**src/rtl/qs_pkg.sv**
```systemverilog
// Shared widths, state encoding and segment record for the quicksort controller.
// Keeps the controller and the partition engine agreed on index/count widths.
// No logic here; types and constants only.
package qs_pkg;

  localparam int K   = 10;
  localparam int IW  = $clog2(K) + 1;
  localparam int SD  = K / 2 + 1;
  localparam int TMO = 4 * K * K;
  localparam int WDW = $clog2(TMO);
  localparam int SPW = $clog2(SD + 1);

  typedef enum logic [2:0] {
    ST_IDLE,
    ST_LOAD,
    ST_POP,
    ST_SETUP,
    ST_RUN,
    ST_SPLIT,
    ST_DONE
  } state_t;

  typedef struct packed {
    logic [IW-1:0] low;
    logic [IW-1:0] count;
  } seg_t;

endpackage

```
**src/rtl/qs_seg_stack.sv**
```systemverilog
// LIFO of pending segments: dual push per cycle (a lands below b), single pop.
// Top-of-stack is combinational; push/pop take effect on the next clock edge.
// A push that would exceed SD entries is refused and flagged on ovf.
module qs_seg_stack
  import qs_pkg::*;
(
  input  logic clk,
  input  logic rst_n,
  input  logic push_a,
  input  seg_t dat_a,
  input  logic push_b,
  input  seg_t dat_b,
  input  logic pop,
  output seg_t top,
  output logic empty,
  output logic ovf
);

  seg_t           mem [SD];
  logic [SPW-1:0] cnt;
  logic [SPW-1:0] top_idx;
  logic [SPW:0]   need;

  // Occupancy after the requested pushes, and the resulting overflow flag
  always_comb begin
    need    = {1'b0, cnt} + (SPW+1)'(push_a) + (SPW+1)'(push_b);
    ovf     = (need > (SPW+1)'(SD));
    empty   = (cnt == '0);
    top_idx = cnt - SPW'(1);
    top     = empty ? '0 : mem[top_idx];
  end

  // Storage and occupancy update; pop wins if both are requested
  always_ff @(posedge clk or negedge rst_n) begin
    if (!rst_n) begin
      cnt <= '0;
      for (int i = 0; i < SD; i++) mem[i] <= '0;
    end else if (pop && !empty) begin
      cnt <= top_idx;
    end else if ((push_a || push_b) && !ovf) begin
      if (push_a) mem[cnt] <= dat_a;
      if (push_b) begin
        if (push_a) mem[cnt + SPW'(1)] <= dat_b;
        else        mem[cnt]           <= dat_b;
      end
      cnt <= need[SPW-1:0];
    end
  end

endmodule

```
**src/rtl/quicksort_ctrl.sv**
```systemverilog
// Sequencer for the partition engine: pops segments, runs one partition each, pushes sub-segments.
// Latency: load 1 cycle, then per segment POP+SETUP+RUN(engine time)+SPLIT; DONE pulse 1 cycle.
// Waits on the engine's done flag in RUN; a watchdog aborts after TMO cycles with err.
module quicksort_ctrl
  import qs_pkg::*;
(
  input  logic          clk,
  input  logic          rst_n,
  input  logic          start,
  input  logic [IW-1:0] n_total,
  output logic          mem_load,
  output logic          part_start,
  output logic [IW-1:0] part_low,
  output logic [IW-1:0] part_count,
  input  logic          part_done,
  input  logic [IW-1:0] part_index,
  output logic          busy,
  output logic          sort_done,
  output logic          err,
  output logic [IW-1:0] parts_cnt
);

  state_t         state, nstate;
  logic [IW-1:0]  ntot_q, lo_q, n_q, p_q, parts_q;
  logic [WDW-1:0] wd_q;
  logic           err_q;

  logic           push_a, push_b, pop, empty, ovf;
  seg_t           dat_a, dat_b, top;

  // Split arithmetic is one bit wider so p-lo and lo+n-1-p never wrap
  logic [IW:0]    lo_x, n_x, p_x, hi_x, idx_x, left_n, right_n;
  logic [IW-1:0]  right_lo;
  seg_t           left_seg, right_seg, big_seg, small_seg;
  logic           r_first, big_ok, small_ok, idx_bad, wd_exp;

  qs_seg_stack u_stack (
    .clk    (clk),
    .rst_n  (rst_n),
    .push_a (push_a),
    .dat_a  (dat_a),
    .push_b (push_b),
    .dat_b  (dat_b),
    .pop    (pop),
    .top    (top),
    .empty  (empty),
    .ovf    (ovf)
  );

  // Segment bounds, pivot range check and larger-first ordering of the two halves
  always_comb begin
    lo_x      = {1'b0, lo_q};
    n_x       = {1'b0, n_q};
    p_x       = {1'b0, p_q};
    idx_x     = {1'b0, part_index};
    hi_x      = lo_x + n_x - (IW+1)'(1);
    idx_bad   = (idx_x < lo_x) || (idx_x > hi_x);
    left_n    = p_x - lo_x;
    right_n   = hi_x - p_x;
    right_lo  = p_q + IW'(1);
    left_seg.low    = lo_q;
    left_seg.count  = left_n[IW-1:0];
    right_seg.low   = right_lo;
    right_seg.count = right_n[IW-1:0];
    r_first   = (right_n >= left_n);
    big_seg   = r_first ? right_seg : left_seg;
    small_seg = r_first ? left_seg  : right_seg;
    big_ok    = r_first ? (right_n >= (IW+1)'(2)) : (left_n  >= (IW+1)'(2));
    small_ok  = r_first ? (left_n  >= (IW+1)'(2)) : (right_n >= (IW+1)'(2));
    wd_exp    = (wd_q == WDW'(TMO - 1));
  end

  // State register
  always_ff @(posedge clk or negedge rst_n) begin
    if (!rst_n) state <= ST_IDLE;
    else        state <= nstate;
  end

  // Next-state logic
  always_comb begin
    nstate = state;
    case (state)
      ST_IDLE:  if (start) nstate = ST_LOAD;
      ST_LOAD:  nstate = ST_POP;
      ST_POP:   nstate = empty ? ST_DONE : ST_SETUP;
      ST_SETUP: nstate = ST_RUN;
      ST_RUN: begin
        if (part_done)   nstate = idx_bad ? ST_DONE : ST_SPLIT;
        else if (wd_exp) nstate = ST_DONE;
      end
      ST_SPLIT: nstate = ovf ? ST_DONE : ST_POP;
      ST_DONE:  nstate = ST_IDLE;
      default:  nstate = ST_IDLE;
    endcase
  end

  // Moore outputs and stack requests decoded from the current state
  always_comb begin
    mem_load   = 1'b0;
    part_start = 1'b0;
    sort_done  = 1'b0;
    busy       = (state != ST_IDLE);
    pop        = 1'b0;
    push_a     = 1'b0;
    push_b     = 1'b0;
    dat_a      = '0;
    dat_b      = '0;
    case (state)
      ST_LOAD: begin
        mem_load    = 1'b1;
        push_a      = (ntot_q >= IW'(2));
        dat_a.count = ntot_q;
      end
      ST_POP:   pop = !empty;
      ST_RUN:   part_start = 1'b1;
      ST_SPLIT: begin
        push_a = big_ok;
        dat_a  = big_seg;
        push_b = small_ok;
        dat_b  = small_seg;
      end
      ST_DONE:  sort_done = 1'b1;
      default: ;
    endcase
  end

  // Datapath: request latch, current segment, pivot capture, watchdog, err and counter
  always_ff @(posedge clk or negedge rst_n) begin
    if (!rst_n) begin
      ntot_q  <= '0;
      lo_q    <= '0;
      n_q     <= '0;
      p_q     <= '0;
      parts_q <= '0;
      wd_q    <= '0;
      err_q   <= 1'b0;
    end else begin
      case (state)
        ST_IDLE: if (start) begin
          ntot_q  <= n_total;
          err_q   <= 1'b0;
          parts_q <= '0;
        end
        ST_POP: if (!empty) begin
          lo_q <= top.low;
          n_q  <= top.count;
        end
        ST_SETUP: wd_q <= '0;
        ST_RUN: begin
          if (part_done) begin
            p_q     <= part_index;
            parts_q <= parts_q + IW'(1);
            if (idx_bad) err_q <= 1'b1;
          end else begin
            wd_q <= wd_q + WDW'(1);
            if (wd_exp) err_q <= 1'b1;
          end
        end
        ST_SPLIT: if (ovf) err_q <= 1'b1;
        default: ;
      endcase
    end
  end

  assign part_low   = lo_q;
  assign part_count = n_q;
  assign err        = err_q;
  assign parts_cnt  = parts_q;

endmodule

```
**config.mk**
```make
export PLATFORM = sky130hd
export DESIGN_NAME = quicksort_ctrl
export DESIGN_NICKNAME = d
export VERILOG_FILES = /design/src/rtl/qs_pkg.sv /design/src/rtl/qs_seg_stack.sv /design/src/rtl/quicksort_ctrl.sv
export SDC_FILE = /design/constraint.sdc
export NUM_CORES = 1
export LEC_CHECK = 0
export CAP_MARGIN = 20
export CORE_ASPECT_RATIO = 0.75
export CORE_MARGIN = 2
export CORE_UTILIZATION = 50
export DETAILED_ROUTE_END_ITERATION = 7
export PLACE_DENSITY = 0.79
export SYNTH_ARGS = -nofsm -noshare
export SYNTH_HDL_FRONTEND = slang
export SYNTH_SLANG_ARGS = --single-unit
```
**constraint.sdc**
```tcl
create_clock -name clk -period 6.8 [get_ports clk]
set_input_delay 0.68 -clock clk [delete_from_list [all_inputs] [get_ports clk]]
set_output_delay 0.68 -clock clk [all_outputs]
set_load 0.005 [all_outputs]
```
==> results.cfg, run 1 <==
[routing]
num_vias = 7228
initialDrtViolationCount = 1127
via_per_inst = 6.64
drc = 0
drt_wl_total_um = 24200
post_drt_wl_per_cell_um = 22.3
drt-pass1-iter-count = 6
ant_nets = 0

[run]
drv_cap = 0

[die]
die_area_mm2 = 0.0160
start_util_pct = 51.5
rows = 38
pin_count = 34
die_y_um = 110
core_area_mm2 = 0.0146
die_w_um = 146

[sta]
finalCritPeriodShare_pct = 95.7
setup_tns_ps = 0
maxSlewHeadroom_pct = 21.2
rsz0062_at_grt = false
fmax_mhz = 154
finalClockSkew_ps = 7.79
tightest_slew_ps = 1170
finalHoldViolations = 0
period_minus_slack_ps = 6500
finalSetupViolations = 0
drv_slew = 0

[worst_setup_path]
cp_common_cell = ha_1
cpPeakStageDelay_ps = 410
crit_fanout = 20
slowest_stage = fa_1
crit_type = reg2reg
end_kind = flip-flop
worstPathArrival_ps = 6800
setup.worst_path.start_class = flip-flop
crit_required_ps = 7100

[global_route]
grt_max_degree = 56
gr-total-overflow = 0
grt_usage_pct = 30.8
grt.busiest_layer = met2
grt_pass1_vias = 6826
grtUsageMet3_pct = 10.7
grt_use_met1_pct = 43.1
antenna_found_initial = 0
grt_pass1_wl_um = 37800
use_met2_pct = 43.9

[synth]
syn_inst = 860
ys_ff_latch = 101
ys_async_sr_fraction_pct = 100
synthFlopType = dfrtp_1
ys_seq_area_share_pct = 33.6
synth_edf_count = 0
synth.distinct_cells = 74
yosysWarnings = 0
syn_area_per_cell_um2 = 8.74
netlist_area_mm2 = 0.00751
synth_nets = 919

[layout]
diodes = 0
final_cell_mix = 101 x dfrtp_1, 95 x nand2_1, 89 x nor2_1, 67 x a21oi_1, 51 x inv_1
layout_commonest_cell = dfrtp_1
drive_above_1_share_pct = 11.5
fin_nets = 942
fin_util_pct = 58.1
nFillCells = 1272
postLayoutCellArea_mm2 = 0.00848
syn_to_final_growth_pct = 12.9

[placement]
hpwl_um = 17600
placed_cell_area_mm2 = 0.00807
gp_congestion = 0.987
portBuffers = 33

[clock_tree]
insertion_delay_ps = 360
clock-root-buffer = clkbuf_16
clkSlewWorstSetupHoldPaths_ps = 80
numCtsBuffers = 9
clock_sinks = 101
htreeDepth = 3
cts.path.max_buffers = 2
cts_tree = done

[hold_path]
min_path_type = in2async

[status]
status = finished clean
-- synth_stat cells (11+ instances only) --
cell type	n	area (um^2)
dfrtp_1	101	2530
nand3_1	35	175
a221oi_1	14	123
nand2b_1	12	75.1
a221o_1	31	310
clkbuf_1	27	101
xor2_1	13	114
nor3_1	18	90.1
o211ai_1	11	82.6
o21ai_0	43	215
nand2_1	96	360
a22o_1	11	96.3
inv_1	51	191
buf_2	12	60.1
nor2_1	89	334
mux2i_1	14	140
a21oi_1	67	335
ha_1	41	513
-- repair_timing --
item                                    4_1_cts  5_1_grt
setup buffers                                 0        3
hold buffers                                  0        0
endpoints found under the setup margin        0       44
resized for setup                             0       15
-- worst max-delay path: cells and delay by family (launching register included) --
kind            cells  cell delay (ps)
compound gates      9             2070
xor+xnor            3              540
fa+ha+maj           7             2050
buf+inv             7              830
flops               1              390
simple gates        4              570
-- per-stage QoR --
step / setup slack, ps / hold WS (ps) / std cells
2_1_floorplan: 198 / 384 / 860
3_5_place_dp: 278 / 469 / 1069
5_1_grt: 25.0 / 435 / 1088
6_report: 296 / 381 / 1088
3_3_place_gp: 431 / 474 / 1069
4_1_cts: 227 / 403 / 1085
-- sequential cells by signal (all words and copies together) (netlist names) --
register     flops
u_stack.mem     60
wd_q             9
ntot_q           5
p_q              5
part_count       5
part_low         5
parts_cnt        5
state            3
u_stack.cnt      3
err              1
-- layer usage --
| metal | wire length, um | vias up |
|---|---|---|
| met5 | 0 | - |
| met4 | 863 | 0 |
| met3 | 3370 | 86 |
| met2 | 9610 | 532 |
| li1 | - | 3207 |
| met1 | 10400 | 3403 |
-- final cells by class --
type,count,area (um^2),share of cell area [%]
inverter,56,218,2.57
tap,200,250,2.95
multi-input combinational,655,4630,54.6
clock inverter,7,92.6,1.09
sequential,101,2530,29.8
timing repair buffer,60,534,6.30
clock buffer,9,225,2.66
-- final timing paths --
path | cells after the start | slack [ps] | end | start
worst max register to register | 30 | 300 | u_stack.mem[32] | part_low[1]
max in group asynchronous | 2 | 5320 | u_stack.mem[8] | rst_n
min in group clk | 2 | 500 | u_stack.mem[40] | u_stack.mem[40]
worst min register to register | 2 | 500 | u_stack.mem[40] | u_stack.mem[40]
worst max-delay path | 30 | 300 | u_stack.mem[32] | part_low[1]
worst min-delay path | 1 | 380 | wd_q[7] | rst_n
-- kinds of logic (layout without fill, tap and decap cells) --
logic type,after synthesis,in the layout,share of synthesized area (%)
and+or+nand+nor,290,290,17.4
AOI/OAI and AO/OA,261,261,25.3
buffers and inverters,104,132,5.86
DFF,101,101,33.6
adders and majority gates,45,45,7.89
muxes,35,35,6.96
xor gates and xnor gates,24,24,3.00
Power of run 1 is left out: the tool's default activity adds up to more than one toggle a clock period on the data nets, which glitch-free logic cannot reach.
==> run 2: changes to the inputs <==
- CTS_CLUSTER_SIZE: unset -> 25
==> results of run 2 <==
No change in the layout: final DEF, timing and power equal those of run 1.
Power of run 2 is left out for the same reason.
==> run 3: changes to the inputs <==
- ABC_CLOCK_PERIOD_IN_PS: unset -> 6800
- CORE_UTILIZATION: 50 -> 56
- CTS_CLUSTER_DIAMETER: unset -> 30
- PLACE_DENSITY: 0.79 -> 0.86
==> run 3 against run 2 <==
Setup slack worse by 190 ps. Die area down 10%. Clock skew up 5.1 ps. Clock-buffer cell count up 1. Utilization up 6.4 points. First-iteration DRC count up 9.4%. Hold slack worse by 55 ps. Maximum frequency down 2.9%. Critical path depth down 4. Critical endpoint is now u_stack.mem[58]. Highest routed layer is now met5.
==> results.cfg, run 3 (synthesis gave the netlist of run 1 again) <==
[layout]
final_cell_mix = 101 x dfrtp_1, 96 x nand2_1, 88 x nor2_1, 66 x a21oi_1, 51 x inv_1
top_register = u_stack.mem
largest_reg_flops = 60
layout_commonest_cell = dfrtp_1
nFillCells = 1041
top_regs = u_stack.mem (60), wd_q (9)
syn_to_final_growth_pct = 12.2
finalNonFillerCells = 1065
fin_nets = 948
diodes = 0
postLayoutCellArea_mm2 = 0.00843
fin_util_pct = 64.5
drive_above_1_share_pct = 11.9

[placement]
place_inst = 1044
hpwl_um = 18000
portBuffers = 33
gp_congestion = 1.03
placed_cell_area_mm2 = 0.00806

[worst_setup_path]
worstReg2RegStart = part_low[1]
setup.worst_path.start_class = flip-flop
crit_start = part_low[1]
slowest_stage = or4_1
cpPeakStageDelay_ps = 470
crit_required_ps = 7030
cp_common_cell = ha_1
end_kind = flip-flop
worstPathArrival_ps = 6930
crit_type = reg2reg
crit_fanout = 10
reg2reg_setup_slack_ps = 100

[global_route]
grt_pass1_wl_um = 37800
antenna_found_initial = 1
grt_pass1_vias = 6767
grt_max_degree = 54
grt_usage_pct = 34.4
gr-total-overflow = 0

[routing]
num_vias = 7306
ant_nets = 0
drt-pass1-iter-count = 6
via_per_inst = 6.86
post_drt_wl_per_cell_um = 22.6
drt_wl_total_um = 24100
drc = 0
initialDrtViolationCount = 1233

[sta]
period_minus_slack_ps = 6700
setup_tns_ps = 0
finalSetupViolations = 0
tightest_slew_ps = 1220
finalClockSkew_ps = 12.8
maxSlewHeadroom_pct = 18.1
finalHoldViolations = 0
drv_slew = 0
fmax_mhz = 149
finalCritPeriodShare_pct = 98.5

[clock_tree]
cts_tree = done
clock-root-buffer = clkbuf_16
cts.path.max_buffers = 2
htreeDepth = 3
clkSlewWorstSetupHoldPaths_ps = 70
clock_sinks = 101
numCtsBuffers = 9
insertion_delay_ps = 360
postCtsHoldBufs = 0

[hold_path]
min_path_type = in2async

[run]
drv_cap = 0

[die]
start_util_pct = 57.5
die_y_um = 104
die_area_mm2 = 0.0144
pin_count = 34
die_w_um = 138
rows = 36
core_area_mm2 = 0.0131

[status]
status = finished clean
==> run 3: routing by layer <==
metal | part of all wire [%] | vias up | global-route usage [%]
met5 | 0.062 | - | 0
met4 | 3.0 | 2 | 8.53
met3 | 14 | 86 | 11.0
met2 | 41 | 541 | 49.1
met1 | 42 | 3458 | 50.4
li1 | - | 3219 | -
==> run 3: worst max-delay path, delay by kind of cell (launching register included) <==
kind / cells / cell delay (ps)
and+or+nand+nor: 4 / 1030
buffers and inverters: 5 / 560
xor gates and xnor gates: 3 / 660
AOI/OAI and AO/OA: 7 / 1860
adders and majority gates: 7 / 2030
DFF: 1 / 420
==> run 3: worst paths after layout <==
check | to | cells past startpoint
max | u_stack.mem[58] | 26
min reg2reg | u_stack.mem[48] | 2
max reg2reg | u_stack.mem[58] | 26
min in group clk | u_stack.mem[48] | 2
min | parts_cnt[1] | 1
max in group asynchronous | part_low[3] | 2
==> run 3: repair_timing <==
action / CTS / global route
endpoints found under the hold margin: 0 / 0
resized for setup: 0 / 10
setup endpoints to repair: 0 / 52
setup buffers: 0 / 3
==> run 3: area by class of cell <==
| type | instances | area (um^2) | share of cell area (%) |
|---|---|---|---|
| multi-input combinational | 655 | 4620 | 54.8 |
| sequential | 101 | 2530 | 30.0 |
| timing repair buffer | 66 | 573 | 6.80 |
| clock buffer | 10 | 229 | 2.72 |
| inverter | 56 | 215 | 2.55 |
| tap | 171 | 214 | 2.54 |
| clock inverter | 6 | 55.1 | 0.653 |
==> run 3: per-stage QoR <==
step                setup WS, ps  hold slack (ps)
finish                       102              326
global route                -111              385
CTS                          285              356
detailed placement           310              470
global placement             510              464
floorplan                    198              384
Power of run 3 is left out for the same reason.
